--- config.mk ---
export PLATFORM = sky130hd
export DESIGN_NAME = instr_fetch
export DESIGN_NICKNAME = d
export VERILOG_FILES = /design/src/rtl/instr_fetch.sv
export SDC_FILE = /design/constraint.sdc
export NUM_CORES = 1
export LEC_CHECK = 0
export BUFFER_PORTS_ARGS = -buffer_cell sky130_fd_sc_hd__clkbuf_2
export CELL_PAD_IN_SITES_DETAIL_PLACEMENT = 0
export CELL_PAD_IN_SITES_GLOBAL_PLACEMENT = 1
export CORE_ASPECT_RATIO = 0.7
export CORE_MARGIN = 2
export CORE_UTILIZATION = 40
export CTS_BUF_LIST = sky130_fd_sc_hd__clkbuf_8
export DETAILED_ROUTE_END_ITERATION = 8
export GPL_TIMING_DRIVEN = 1
export PLACE_DENSITY = 0.71
export SYNTH_ARGS = -nofsm -noshare
export SYNTH_HDL_FRONTEND = slang
export SYNTH_SLANG_ARGS = --single-unit
--- constraint.sdc ---
create_clock -name clk -period 3.21 [get_ports clk]
set_input_delay 0.642 -clock clk [delete_from_list [all_inputs] [get_ports clk]]
set_output_delay 0.642 -clock clk [all_outputs]
set_load 0.005 [all_outputs]
--- src/rtl/instr_fetch.sv ---
// Warthog instruction fetch: owns the PC, reads the combinational ROM one word per cycle
// and feeds the decoder through a 2-entry prefetch buffer with branch redirect and halt.
module instr_fetch #(
    parameter int unsigned           ADDR_W   = 8,
    parameter int unsigned           INSTR_W  = 16,
    parameter logic [ADDR_W-1:0]     RESET_PC = '0
) (
    input  logic               clk,
    input  logic               rst,
    output logic [ADDR_W-1:0]  rom_addr,
    input  logic [INSTR_W-1:0] rom_data,
    output logic [INSTR_W-1:0] instr,
    output logic [ADDR_W-1:0]  instr_pc,
    output logic               instr_valid,
    input  logic               instr_ready,
    input  logic               branch_valid,
    input  logic [ADDR_W-1:0]  branch_target,
    input  logic               halt
);

    logic [ADDR_W-1:0]  pc;
    logic [INSTR_W-1:0] buf_instr [2];
    logic [ADDR_W-1:0]  buf_pc    [2];
    logic [1:0]         count;
    logic               pop;
    logic               fetch;
    logic               wr_slot;

    always_comb begin
        instr_valid = (count != 2'd0);
        instr       = instr_valid ? buf_instr[0] : '0;
        instr_pc    = instr_valid ? buf_pc[0]    : '0;
        rom_addr    = pc;
        pop         = instr_valid && instr_ready;
        fetch       = !halt && !branch_valid && ((count < 2'd2) || pop);
        // Entry 0 is always the head; a push lands just behind whatever survives the pop.
        wr_slot     = (count == 2'd2) || ((count == 2'd1) && !pop);
    end

    always_ff @(posedge clk or posedge rst) begin
        if (rst) begin
            pc    <= RESET_PC;
            count <= '0;
            for (int unsigned i = 0; i < 2; i++) begin
                buf_instr[i] <= '0;
                buf_pc[i]    <= '0;
            end
        end else if (branch_valid) begin
            pc    <= branch_target;
            count <= '0;
        end else begin
            if (pop) begin
                buf_instr[0] <= buf_instr[1];
                buf_pc[0]    <= buf_pc[1];
            end
            if (fetch) begin
                pc                <= pc + 1'b1;
                buf_instr[wr_slot] <= rom_data;
                buf_pc[wr_slot]    <= pc;
            end
            case ({fetch, pop})
                2'b10:   count <= count + 2'd1;
                2'b01:   count <= count - 2'd1;
                default: count <= count;
            endcase
        end
    end

endmodule

**Word level (Yosys, flattened, before mapping)**

Cells that the tools add are included.

- Bits in registers: 58
- Bits of input ports: 29
- Output and inout port bits: 33

- Add/subtract/negate cells: 3
- $lt $le $gt $ge: 3
- Eq/ne operators: 4
- Multiplexer cells: 18
- Bitwise gates (word level): 2
- Reductions and logical operators: 14

Operators by type and width:

| operator | count |
|---|---|
| two-way mux 16 bit | 5 |
| two-way mux 8 bit | 6 |
| bitwise mux 32 bit | 1 |
| two-way mux 32 bit | 1 |
| bitwise mux 16 bit | 1 |
| demux 16 bit (select 1 bit) | 1 |
| adder 8 x 1 -> 8 bit (second input constant) | 1 |
| demux 8 bit (select 1 bit) | 1 |
| logical AND 1 bit | 5 |
| equality test 2 x 1 -> 1 bit (second input constant) | 2 |
| equality test 2 bit (second input constant) | 2 |
| case mux 2 bit (2 select lines) | 1 |
| nonzero test 2 bit | 2 |
| zero test 1 bit | 3 |
| nonzero test 3 bit | 1 |
| adder 2 x 1 -> 2 bit (second input constant) | 1 |
| >= comparator 2 bit (second input constant) | 1 |
| logical OR 1 bit | 2 |
| less-than comparator 2 x 1 -> 1 bit (second input constant) | 1 |
| less-than comparator 2 bit (second input constant) | 1 |
| two-way mux 2 bit | 1 |
| inverter 1 -> 2 bit | 1 |
| AND reduction 2 bit | 1 |
| subtractor 2 x 1 -> 2 bit (second input constant) | 1 |
| inverter 1 bit | 1 |

**Longest topological paths before layout**

Gate-level depths: netlist (run 1).

- Word-level depth: 12
- Depth in mapped cells: 9
- Depth with buffers taken out: 6

**Worst setup path before layout (run 1)**

Ideal clock, no wire load.

- Path kind: flip-flop to flip-flop
- Start point: register count[1]
- End point: register with a tool-made name
- Arrival time: 2.301 ns
- Slack: 0.784 ns
- Stages on the path, launching flop included: 10
- Clock period less this slack: 2.426 ns
- Path through: dfrtp_1 > clkbuf_1 > inv_1 > ha_1 > nand2b_4 > a21oi_4 > or3b_1 > buf_6 > buf_12 > mux2_4

RTL lines:

| item | RTL line | source |
|---|---|---|
| start: declaration | 24 | `logic [1:0] count;` |
| start signal: assignment | 62 | `2'b10: count <= count + 2'd1;` |
| start signal: assignment | 63 | `2'b01: count <= count - 2'd1;` |
| start signal: assignment | 64 | `default: count <= count;` |

==> results of run 1 <==
-- cell families (layout without fill, tap and decap cells) --
family,after synthesis,count (layout)
flip-flops,58,58
AND/OR/NAND/NOR,76,76
buffers and inverters,23,90
XOR/XNOR,7,7
multiplexers,26,26
adder cells (fa/ha/maj),4,4
AO/OA/AOI/OAI,45,45
-- worst reg2reg max path, delay by kind of cell, from the launching register on --
kind,cells,cell delay (ns)
fa+ha+maj,1,0.21
compound gates,1,0.24
simple gates,2,0.81
mux,1,0.33
buf+inv,2,0.42
flops,1,0.36
-- Yosys cell counts, drive strengths merged --
master,n
dfrtp,58
nor2b,44
a21oi,6
a221o,24
xnor2,7
and3b,1
or4,1
nand2b,3
and4,1
nand4b,1
inv,6
mux2i,2
a211oi,3
nand4,1
nand2,10
o22a,1
o21ai,10
mux2,24
or3,1
nand3,1
and2b,5
clkbuf,9
ha,4
nor2,5
nor3,1
buf,8
or3b,1
a2111oi,1
-- final cells by class --
class                   instances  area share
flip-flops and latches         58       0.416
multi-input cells             158       0.378
repair buffers                 68       0.103
clock buffers                  10      0.0395
well taps                      94      0.0337
clock inverters                 6      0.0233
inverters                       6     0.00646
-- stage by stage --
step | total power, uW | hold WS, ns | cell area, sq um
2_1_floorplan | 2170 | 0.474 | 2900
3_3_place_gp | 2520 | 0.485 | 3270
3_5_place_dp | 2540 | 0.493 | 3270
4_1_cts | 3290 | 0.329 | 3490
5_1_grt | 3490 | 0.355 | 3490
6_report | 3260 | 0.319 | 3490
-- power groups by stage --
stage          combinational (uW)  sequential [uW]  clock, uW
6_report                     1300             1230        735
5_1_grt                      1430             1270        790
4_1_cts                      1320             1230        748
3_5_place_dp                 1310             1230          0
3_3_place_gp                 1280             1240          0
2_1_floorplan                 992             1180          0
-- path summary, 6_finish.rpt --
| kind | to | slack (ns) | cells past startpoint |
|---|---|---|---|
| min in group clk | buf_instr[24]$_DFFE_PP0N_ | 0.51 | 1 |
| hold / removal | buf_instr[24]$_DFFE_PP0N_ | 0.32 | 2 |
| setup / recovery | flop | 0.72 | 7 |
| max in group asynchronous | async pin | 2.06 | 3 |
| setup reg to reg | flop | 0.72 | 7 |
| hold reg to reg | buf_instr[24]$_DFFE_PP0N_ | 0.51 | 1 |
-- metal layers --
metal / up-vias / track usage
met5: - / 0
met3: 8 / 0.0519
li1: 975 / -
met2: 64 / 0.231
met1: 975 / 0.253
met4: 0 / 0.0424
==> impl_metrics.env, run 1 <==
export IMPL_leakagePower_uw=0.00172
export IMPL_vias_per_cell=5.06
export IMPL_p_comb_frac=0.398
export IMPL_ant_nets=0
export IMPL_rsz0062_at_grt="false"
export IMPL_fmax_ghz=0.402
export IMPL_holdCritPathClass="input pin to async pin"
export IMPL_track_usage=0.167
export IMPL_synth_distinct_cells=34
export IMPL_ys_warn_count=0
export IMPL_fin_cells=400
export IMPL_startpoint_type="flop"
export IMPL_synth_nets=272
export IMPL_grt_pass1_vias=1923
export IMPL_critical_path_arrival_ns=2.69
export IMPL_start_util=0.421
export IMPL_gp_congestion=0.778
export IMPL_synth_seq_cells=58
export IMPL_crit_path_end_kind="flop"
export IMPL_crit_path_top_delay_cell="or3b_1"
export IMPL_cp_top_family="simple AND/OR/NAND/NOR gates"
export IMPL_syn_inst=239
export IMPL_cts_resized_gates=0
export IMPL_power_internal_uw=2230
export IMPL_sw_frac_of_total=0.317
export IMPL_fillers=658
export IMPL_worstSetupPathType="flop to flop"
export IMPL_crit_fanout=16
export IMPL_diodes=0
export IMPL_drv_cap=0
export IMPL_final_nets=334
export IMPL_wl_met3_um=390
export IMPL_skew_ns=0.00646
export IMPL_antenna_found_initial=0
export IMPL_crit_chain="inv_1 > ha_1 > nand2b_4 > a21oi_4 > or3b_1 > buf_4 > mux2_4"
export IMPL_critPathBufInv=2
export IMPL_clk_pin_slew_worst_paths_ns=0.06
export IMPL_cts_sinks=58
export IMPL_power_frac_seq=0.376
export IMPL_syn_area_per_cell_sq_um=12.1
export IMPL_dp_cells=384
export IMPL_htreeDepth=3
export IMPL_fp_dieW_um=106
export IMPL_synthMuxAreaShare=0.126
export IMPL_io_pins=62
export IMPL_r2r_start="count[0]$_DFFE_PP0P_"
export IMPL_hold_buffers=0
export IMPL_synthXorXnorAreaFrac=0.0212
export IMPL_wl_met1_mm=3.31
export IMPL_pwr_density_cell_nw_per_um2=935
export IMPL_required_ns=3.42
export IMPL_finalSetupViolCount=0
export IMPL_synth_top_family_by_area="simple AND/OR/NAND/NOR gates"
export IMPL_multi_input_area_sq_um=1320
export IMPL_die_area_sq_um=7950
export IMPL_clockBufferDepth=2
export IMPL_drv_slew=0
export IMPL_relSlewSlack=0.331
export IMPL_setup_worst_path_start="count[0]$_DFFE_PP0P_"
export IMPL_fin_crit_sh=0.775
export IMPL_synth_area_top_cells="dfrtp_1 50%, mux2_4 10%, nor2b_1 9.5%"
export IMPL_drtIter0Drc=95
export IMPL_grt_max_degree=37
export IMPL_clock_latency_ns=0.33
export IMPL_area_delta_synth_final_pct=20.3
export IMPL_pre_cts_slack_ns=0.690
export IMPL_core_area_sq_um=6880
export IMPL_core_rowCount=25
export IMPL_peakVddDrop_mv=0.383
export IMPL_synth_compound_area_frac=0.130
export IMPL_p_switching_uw=1030
export IMPL_cts_root_buf="clkbuf_8"
export IMPL_drive_above_1_share=0.366
export IMPL_routedWlPerCell_um=15.5
export IMPL_fin_ws_ns=0.724
export IMPL_synthSimpleGateAreaFrac=0.159
export IMPL_hold_viol_final=0
export IMPL_synth_top_area_cell="dfrtp_1"
export IMPL_wl_met2_mm=2.45
export IMPL_cts_buffers=9
export IMPL_ys_seq_area_frac=0.501
export IMPL_grt_first_pass_wirelength_mm=10.0
export IMPL_register_area_sq_um=1450
export IMPL_synth_top_area_frac=0.501
export IMPL_cts_setup_buffers=0
export IMPL_dpl_hpwl_mm=4.17
export IMPL_die_h_um=75.2
export IMPL_io_buffer_count=61
export IMPL_synth_fa_ha_area_frac=0.0173
export IMPL_slowest_delay_ns=0.59
export IMPL_dr_pass1_iters=4
export IMPL_period_needed_ns=2.49
export IMPL_tritoncts="done"
export IMPL_power_frac_clock=0.225
export IMPL_synth_area_sq_um=2900
export IMPL_highest_layer="met4"
export IMPL_status="complete, no violations"
export IMPL_drcViolationCount=0
export IMPL_overflow=0
export IMPL_final_util=0.507
export IMPL_routed_wl_mm=6.20
export IMPL_tightest_slew_ns=1.00
export IMPL_final_common_cell="clkbuf_2"
export IMPL_setup_tns_ns=0
export IMPL_layout_common_cells="61 x clkbuf_2, 58 x dfrtp_1, 44 x nor2b_1, 24 x a221o_1, 20 x mux2_4"
export IMPL_vias=2022
Note: power is estimated with default switching activity, not from simulation.
==> run 2: changes to the inputs <==
==> constraint.sdc (replaced) <==
create_clock -name clk -period 2.6 [get_ports clk]
set_input_delay 0.52 -clock clk [delete_from_list [all_inputs] [get_ports clk]]
set_output_delay 0.52 -clock clk [all_outputs]
set_load 0.005 [all_outputs]
==> run 2 against run 1 <==
Net effect:
- worst hold slack lost 0.13 ns
- count of clock-buffer cells in the layout increased by 1
- design area is essentially flat
- routed wire length increased by 0.77%
- die area did not move
- clock skew barely moved
- critical path depth down 1
- combinational power up 23%
- maximum frequency is 6.1% higher
- global-route usage rose by 0.27 points
==> impl_metrics.env, run 2 (synthesis gave the netlist of run 1 again) <==
export IMPL_core_area_sq_um=6880
export IMPL_rsz0062_at_grt="false"
export IMPL_cts_resized_gates=0
export IMPL_cts_buffers=9
export IMPL_holdWs_ns=0.191
export IMPL_final_common_cell="clkbuf_2"
export IMPL_fmax_ghz=0.427
export IMPL_tritoncts="done"
export IMPL_fp_dieW_um=106
export IMPL_peakVddDrop_mv=0.431
export IMPL_area_delta_synth_final_pct=20.4
export IMPL_rr_endpoint="buf_instr[20]$_DFFE_PP0N_"
export IMPL_routed_wl_mm=6.25
export IMPL_io_pins=62
export IMPL_cts_root_buf="clkbuf_8"
export IMPL_drcViolationCount=0
export IMPL_fillers=648
export IMPL_setup_worst_path_end="buf_instr[20]$_DFFE_PP0N_"
export IMPL_leakagePower_uw=0.00173
export IMPL_crit_path_end_kind="flop"
export IMPL_diodes=0
export IMPL_worstSetupPathType="flop to flop"
export IMPL_final_nets=337
export IMPL_clk_pin_slew_worst_paths_ns=0.06
export IMPL_start_util=0.421
export IMPL_hold_viol_final=0
export IMPL_dpl_hpwl_mm=4.23
export IMPL_finalSetupViolCount=0
export IMPL_setup_worst_path_start="count[1]$_DFFE_PP0P_"
export IMPL_die_h_um=75.2
export IMPL_antenna_found_initial=0
export IMPL_pwr_density_cell_nw_per_um2=1130
export IMPL_setup_tns_ns=0
export IMPL_ant_nets=0
export IMPL_cts_setup_buffers=0
export IMPL_pre_cts_slack_ns=0.288
export IMPL_drv_slew=0
export IMPL_fin_ws_ns=0.256
export IMPL_r2r_slack_ns=0.26
export IMPL_die_area_sq_um=7950
export IMPL_crit_fanout=24
export IMPL_drtIter0Drc=106
export IMPL_relSlewSlack=0.343
export IMPL_skew_ns=0.00686
export IMPL_overflow=0
export IMPL_vias_per_cell=5.05
export IMPL_track_usage=0.170
export IMPL_drive_above_1_share=0.366
export IMPL_hold_buffers=0
export IMPL_grt_pass1_vias=1892
export IMPL_drv_cap=0
export IMPL_dr_pass1_iters=4
export IMPL_io_buffer_count=61
export IMPL_vias=2036
export IMPL_layout_common_cells="61 x clkbuf_2, 58 x dfrtp_1, 44 x nor2b_1, 24 x a221o_1, 20 x mux2_4"
export IMPL_required_ns=2.86
export IMPL_period_needed_ns=2.34
export IMPL_clock_latency_ns=0.33
export IMPL_grt_max_degree=26
export IMPL_gp_congestion=0.803
export IMPL_htreeDepth=3
export IMPL_status="complete, no violations"
export IMPL_startpoint_type="flop"
export IMPL_core_rowCount=25
export IMPL_tightest_slew_ns=0.985
export IMPL_fin_crit_sh=0.901
export IMPL_r2r_start="count[1]$_DFFE_PP0P_"
export IMPL_reg2regPathDepth=6
export IMPL_clockBufferDepth=2
export IMPL_cts_sinks=58
export IMPL_holdCritPathClass="input pin to async pin"
export IMPL_critical_path_arrival_ns=2.61
export IMPL_grt_first_pass_wirelength_mm=10.2
export IMPL_routedWlPerCell_um=15.5
run 2: worst max-delay path, cell delays in order (launching register included):
cell      delay [ns]
dfrtp_1         0.49
inv_1           0.12
ha_1            0.21
nand2b_4        0.22
o21ai_0         0.11
and3b_1         0.83
a221o_1         0.28
run 2: final cells by class:
type                            count  area (sq um)  share of cell area
Clock inverter                      5          46.3              0.0133
Clock buffer                       11           151              0.0434
Inverter                            6          22.5             0.00646
Timing Repair Buffer               71           380               0.109
Multi-Input combinational cell    158          1320               0.378
Tap cell                           94           118              0.0337
Sequential cell                    58          1450               0.416
run 2: power breakdown:
group	leakage (uW)	switching, uW	internal, uW
Combinational	0.000905	694	903
Sequential	0.000714	244	1290
Clock	0.000113	335	483
run 2: worst min-delay path by stage:
stage                     start                   endpoint  slack (ns)
after floorplan            flop  buf_instr[31]$_DFFE_PP0N_        0.47
after global placement     flop     buf_pc[15]$_DFFE_PP0N_        0.49
after detailed placement   flop     buf_pc[15]$_DFFE_PP0N_        0.49
after CTS                   rst  buf_instr[24]$_DFFE_PP0N_        0.20
after global routing        rst  buf_instr[24]$_DFFE_PP0N_        0.22
final                       rst  buf_instr[24]$_DFFE_PP0N_        0.19
run 2: per-layer routing:
metal	track usage	wire [um]	part of all wire	vias up
met2	0.231	2520	0.40	71
li1	-	-	-	975
met5	0	0	0	-
met1	0.258	3230	0.52	984
met4	0.0351	47	0.0075	0
met3	0.0615	447	0.072	6
run 2: metrics by stage:
stage          cell area [sq um]  std cells  total power [uW]  utilization
5_1_grt                     3490        403              4230        0.507
4_1_cts                     3490        403              3980        0.507
6_report                    3490        403              3950        0.507
3_3_place_gp                3290        387              3120        0.478
2_1_floorplan               2900        239              2680            -
3_5_place_dp                3290        387              3130        0.478
